**config.mk**
```make
export PLATFORM = sky130hd
export DESIGN_NAME = rr_mux_arbiter
export DESIGN_NICKNAME = d
export VERILOG_FILES = /design/src/rtl/rr_arb_pkg.sv /design/src/rtl/rr_priority_pick.sv /design/src/rtl/rr_mux_arbiter.sv
export SDC_FILE = /design/constraint.sdc
export NUM_CORES = 1
export LEC_CHECK = 0
export CAP_MARGIN = 40
export CORE_AREA = 3 3 43 73
export DETAILED_ROUTE_END_ITERATION = 7
export DIE_AREA = 0 0 46 76
export HOLD_SLACK_MARGIN = 0.08
export PLACE_DENSITY_LB_ADDON = 0.1
export SLEW_MARGIN = 20
export SYNTH_ARGS = -nofsm -noshare
export SYNTH_HDL_FRONTEND = slang
export SYNTH_SLANG_ARGS = --single-unit
```
**constraint.sdc**
```tcl
create_clock -name clk -period 2.5 [get_ports clk]
set_clock_uncertainty 0.1 [all_clocks]
set_input_delay 0.5 -clock clk [delete_from_list [all_inputs] [get_ports clk]]
set_output_delay 0.5 -clock clk [all_outputs]
set_load 0.1 [all_outputs]
```
**src/rtl/rr_arb_pkg.sv**
```systemverilog
// Shared constants, index type and wrap-around helper for the round-robin mux arbiter.
package rr_arb_pkg;

  localparam int DEF_N_REQ = 4;
  localparam int DEF_W     = 8;
  localparam int MAX_IDX_W = 4;

  typedef logic [MAX_IDX_W-1:0] idx_t;

  function automatic idx_t next_idx(idx_t idx, int n);
    if (int'(idx) + 1 >= n) return '0;
    return idx + 1'b1;
  endfunction

endpackage

```
**src/rtl/rr_priority_pick.sv**
```systemverilog
// Combinational round-robin search: first set request at or after ptr, wrapping.
module rr_priority_pick #(
  parameter int N     = 4,
  parameter int IDX_W = 2
) (
  input  logic [N-1:0]     i_req,
  input  logic [IDX_W-1:0] i_ptr,
  output logic             o_found,
  output logic [IDX_W-1:0] o_winner
);

  logic [2*N-1:0] w_dbl;

  // Lower copy masked below ptr, upper copy covers the wrap back to 0.
  assign w_dbl = {i_req, i_req} & ({(2*N){1'b1}} << i_ptr);

  always_comb begin
    o_found  = 1'b0;
    o_winner = '0;
    for (int j = 2*N-1; j >= 0; j--) begin
      if (w_dbl[j]) begin
        o_found  = 1'b1;
        o_winner = IDX_W'(j % N);
      end
    end
  end

endmodule

```
**src/rtl/rr_mux_arbiter.sv**
```systemverilog
// Round-robin arbiter sharing one N-to-1 data mux, with a single registered output stage.
module rr_mux_arbiter
  import rr_arb_pkg::*;
#(
  parameter  int N_REQ = DEF_N_REQ,
  parameter  int W     = DEF_W,
  localparam int IDX_W = $clog2(N_REQ)
) (
  input  logic               clk,
  input  logic               rst,
  input  logic [N_REQ-1:0]   req_valid,
  input  logic [N_REQ*W-1:0] req_data,
  output logic [N_REQ-1:0]   req_ready,
  output logic               out_valid,
  output logic [W-1:0]       out_data,
  output logic [IDX_W-1:0]   out_src,
  input  logic               out_ready
);

  logic             r_valid;
  logic [W-1:0]     r_data;
  logic [IDX_W-1:0] r_src;
  logic [IDX_W-1:0] r_ptr;

  logic             w_load;
  logic             w_found;
  logic [IDX_W-1:0] w_winner;
  logic [W-1:0]     w_sel_data;

  assign w_load = ~r_valid | out_ready;

  rr_priority_pick #(.N(N_REQ), .IDX_W(IDX_W)) u_pick (
    .i_req    (req_valid),
    .i_ptr    (r_ptr),
    .o_found  (w_found),
    .o_winner (w_winner)
  );

  always_comb begin
    w_sel_data = '0;
    for (int i = 0; i < N_REQ; i++) begin
      if (w_winner == IDX_W'(i)) w_sel_data = req_data[i*W +: W];
    end
  end

  always_comb begin
    req_ready = '0;
    if (!rst && w_load && w_found) req_ready[w_winner] = 1'b1;
  end

  // EMPTY/FULL is carried entirely by r_valid.
  always_ff @(posedge clk) begin
    if (rst) begin
      r_valid <= 1'b0;
      r_data  <= '0;
      r_src   <= '0;
      r_ptr   <= '0;
    end else if (w_load) begin
      if (w_found) begin
        r_valid <= 1'b1;
        r_data  <= w_sel_data;
        r_src   <= w_winner;
        r_ptr   <= IDX_W'(next_idx(idx_t'(w_winner), N_REQ));
      end else begin
        r_valid <= 1'b0;
      end
    end
  end

  assign out_valid = r_valid;
  assign out_data  = r_data;
  assign out_src   = r_src;

endmodule

```
==> reports/metrics.cfg <==
[sta]
period_needed_ns = 2.47
fin_setup_tns_ns = 0
timing.hold.ws_ns = 0.357
setup_viol = 0
hold_violations = 0
max_freq_mhz = 404
relSlewSlack = 0.753
setup_ws_ns = 0.0263
worst_pin_slew_ns = 0.370
fin_crit_sh = 0.989
drv_slew = 0

[die]
die_w_um = 46
ios = 54
die_height_um = 76
std_cell_rows = 24
core_area_um2 = 2580
design.die.area_um2 = 3500
initial_core_util = 0.316

[synthesis]
synth_warnings = 0
netlist.area_leader.share = 0.319
synth_area_leaders = dfxtp_1 (32%), a221oi_1 (7.5%), a21oi_1 (7.4%)
synth_top_family_by_area = compound AO/OA/AOI/OAI gates
synth_fa_ha_area_frac = 0.0613
synthXorXnorAreaFrac = 0
yosys-mux-area-fraction = 0
syn_inst = 104
synth-compound-area-share = 0.291
yosysTopAreaCell = dfxtp_1
synthFlopType = dfxtp_1
synthSimpleGateAreaFrac = 0.260
synth_seq_cells = 13
syn_area_um2 = 817
synth.distinct_cells = 28
synth_area_per_cell_um2 = 7.86
ys_async_sr_fraction = 0
syn_nets = 147
synth_edf_count = 0
seq_area_frac_synth = 0.319

[pwr]
p_per_area_nw_per_um2 = 698
ir_drop_mv = 0.336
p_leak_nw = 0.665
total_power_mw = 1.11

[clocking]
clk-insertion-delay-late_ns = 0.24
htreeDepth = 1
numCtsBuffers = 3
cts.sinks = 13
cts-root-buf = clkbuf_8
clk_pin_slew_ns = 0.06
hold_buffers = 0
ctsLongestPathBuffers = 2
cts_tree = yes

[placed_design]
dp_cells = 190
place.gp.congestion = 0.810
place_ws_ns = -0.376
io_buffer_count = 53
place_hpwl_um = 2320

[critical_path]
cp_max_fo = 4
crit_path_end_kind = primary output
start_kind = primary input
cp.arrival_ns = 1.87
crit_type = in2out
cp.required_ns = 1.90

[global_route]
overflow = 0
antenna_found_initial = 0
track_usage = 0.179
grt_max_degree = 19
grt_pass1_wl_um = 4740
first_global_vias = 1084

[outcome]
run_status = completed

[detailed_routing]
wirelength_um = 3040
num_vias = 1059
drt_first_pass_iters = 4
drtIter0Drc = 19
viasPerCell = 5.35
drc = 0
ant_nets = 0
wire_per_inst_um = 15.4

[flow_run]
max_cap_violations = 0

[finish]
diodes = 0
fill_cells = 235
drive_above_1_share = 0.320
nets = 216
area_growth_syn_to_layout_pct = 94.0
stdcell_count = 198

[min_path]
min_path_type = reg2reg

-- flip-flops by register name, summed over array words and instances, names as in the netlist --
register / count
out_valid: 1
r_ptr: 2
out_src: 2
out_data: 8
-- per-stage QoR --
step,util,cell area (um^2)
after detailed placement,0.576,1490
after CTS,0.610,1580
final,0.614,1590
after floorplan,-,847
after global routing,0.614,1590
after global placement,0.576,1490
-- power breakdown --
group,switching [mW],internal (mW),total (mW)
registers,0.0217,0.243,0.264
clock network,0.0758,0.112,0.188
logic,0.409,0.245,0.654
total,0.507,0.600,1.11
-- cell families after synthesis --
group | count (synthesis)
adder cells (fa/ha/maj) | 4
buffers and inverters | 12
flip-flops | 13
AND/OR/NAND/NOR | 39
AO/OA/AOI/OAI | 36
-- cell usage in the layout (no fill, tap or decap), types with 2 or more instances in the layout --
master / netlist / routed
and2_2: 0 / 2
inv_1: 5 / 4
buf_4: 1 / 27
clkbuf_8: 0 / 3
buf_12: 0 / 4
nand2b_1: 3 / 3
dfxtp_2: 0 / 2
or3_1: 7 / 7
o22ai_1: 8 / 8
a21oi_1: 12 / 11
a221oi_1: 7 / 7
nor2_1: 5 / 4
nand3b_1: 2 / 2
a211oi_1: 3 / 2
nor2b_1: 3 / 3
clkbuf_2: 0 / 3
nand2_1: 11 / 11
clkdlybuf4s50_1: 0 / 34
a21o_1: 2 / 2
ha_2: 0 / 2
dfxtp_1: 13 / 10
-- final cells by class --
class	instances	area, um^2	share of cell area
well taps	26	32.5	0.0205
repair buffers	70	659	0.416
multi-input cells	79	554	0.350
inverters	6	27.5	0.0174
clock buffers	4	45.0	0.0284
flip-flops and latches	13	267	0.168
-- layer usage --
layer  global-route usage  up-vias  share of wire  wire, um
met4               0.0627        0          0.012        38
met3               0.0331        6          0.069       210
li1                     -      516              -         -
met1                0.167      493           0.34      1040
met2                0.345       44           0.58      1750
met5                    0        -              0         0
-- synth_stat cells, types with 2 or more instances --
cell type,number
nand3b_1,2
and2_1,3
a21o_1,2
nor2b_1,3
clkbuf_1,4
nand2_1,11
dfxtp_1,13
a211oi_1,3
inv_1,5
o22ai_1,8
a21oi_1,12
nor2_1,5
or3_1,7
nand2b_1,3
a221oi_1,7
ha_1,4
-- final timing paths --
path,slack (ns),to,startpoint,cells after the start
min reg2reg,0.36,out_data[2],out_data[2],2
min,0.36,out_data[2],out_data[2],2
max,0.03,req_ready[3],req_valid[3],8
max reg2reg,0.22,out_data[4],r_ptr[0],10
-- timing repair --
| action | 4_1_cts | 5_1_grt |
|---|---|---|
| gates resized for setup | 13 | 9 |
| pin swaps | 3 | 6 |
| hold endpoints to repair | 0 | 0 |
| setup endpoints to repair | 11 | 11 |
| setup buffers | 3 | 1 |
-- critical path: stages --
cell and delay, ns:
clkdlybuf4s15_1 0.23, o22ai_1 0.11, a211oi_2 0.24, buf_4 0.17, ha_4 0.14, clkinv_4 0.05
nor3_4 0.23, buf_12 0.20
Power figures use the tool's default switching activity.
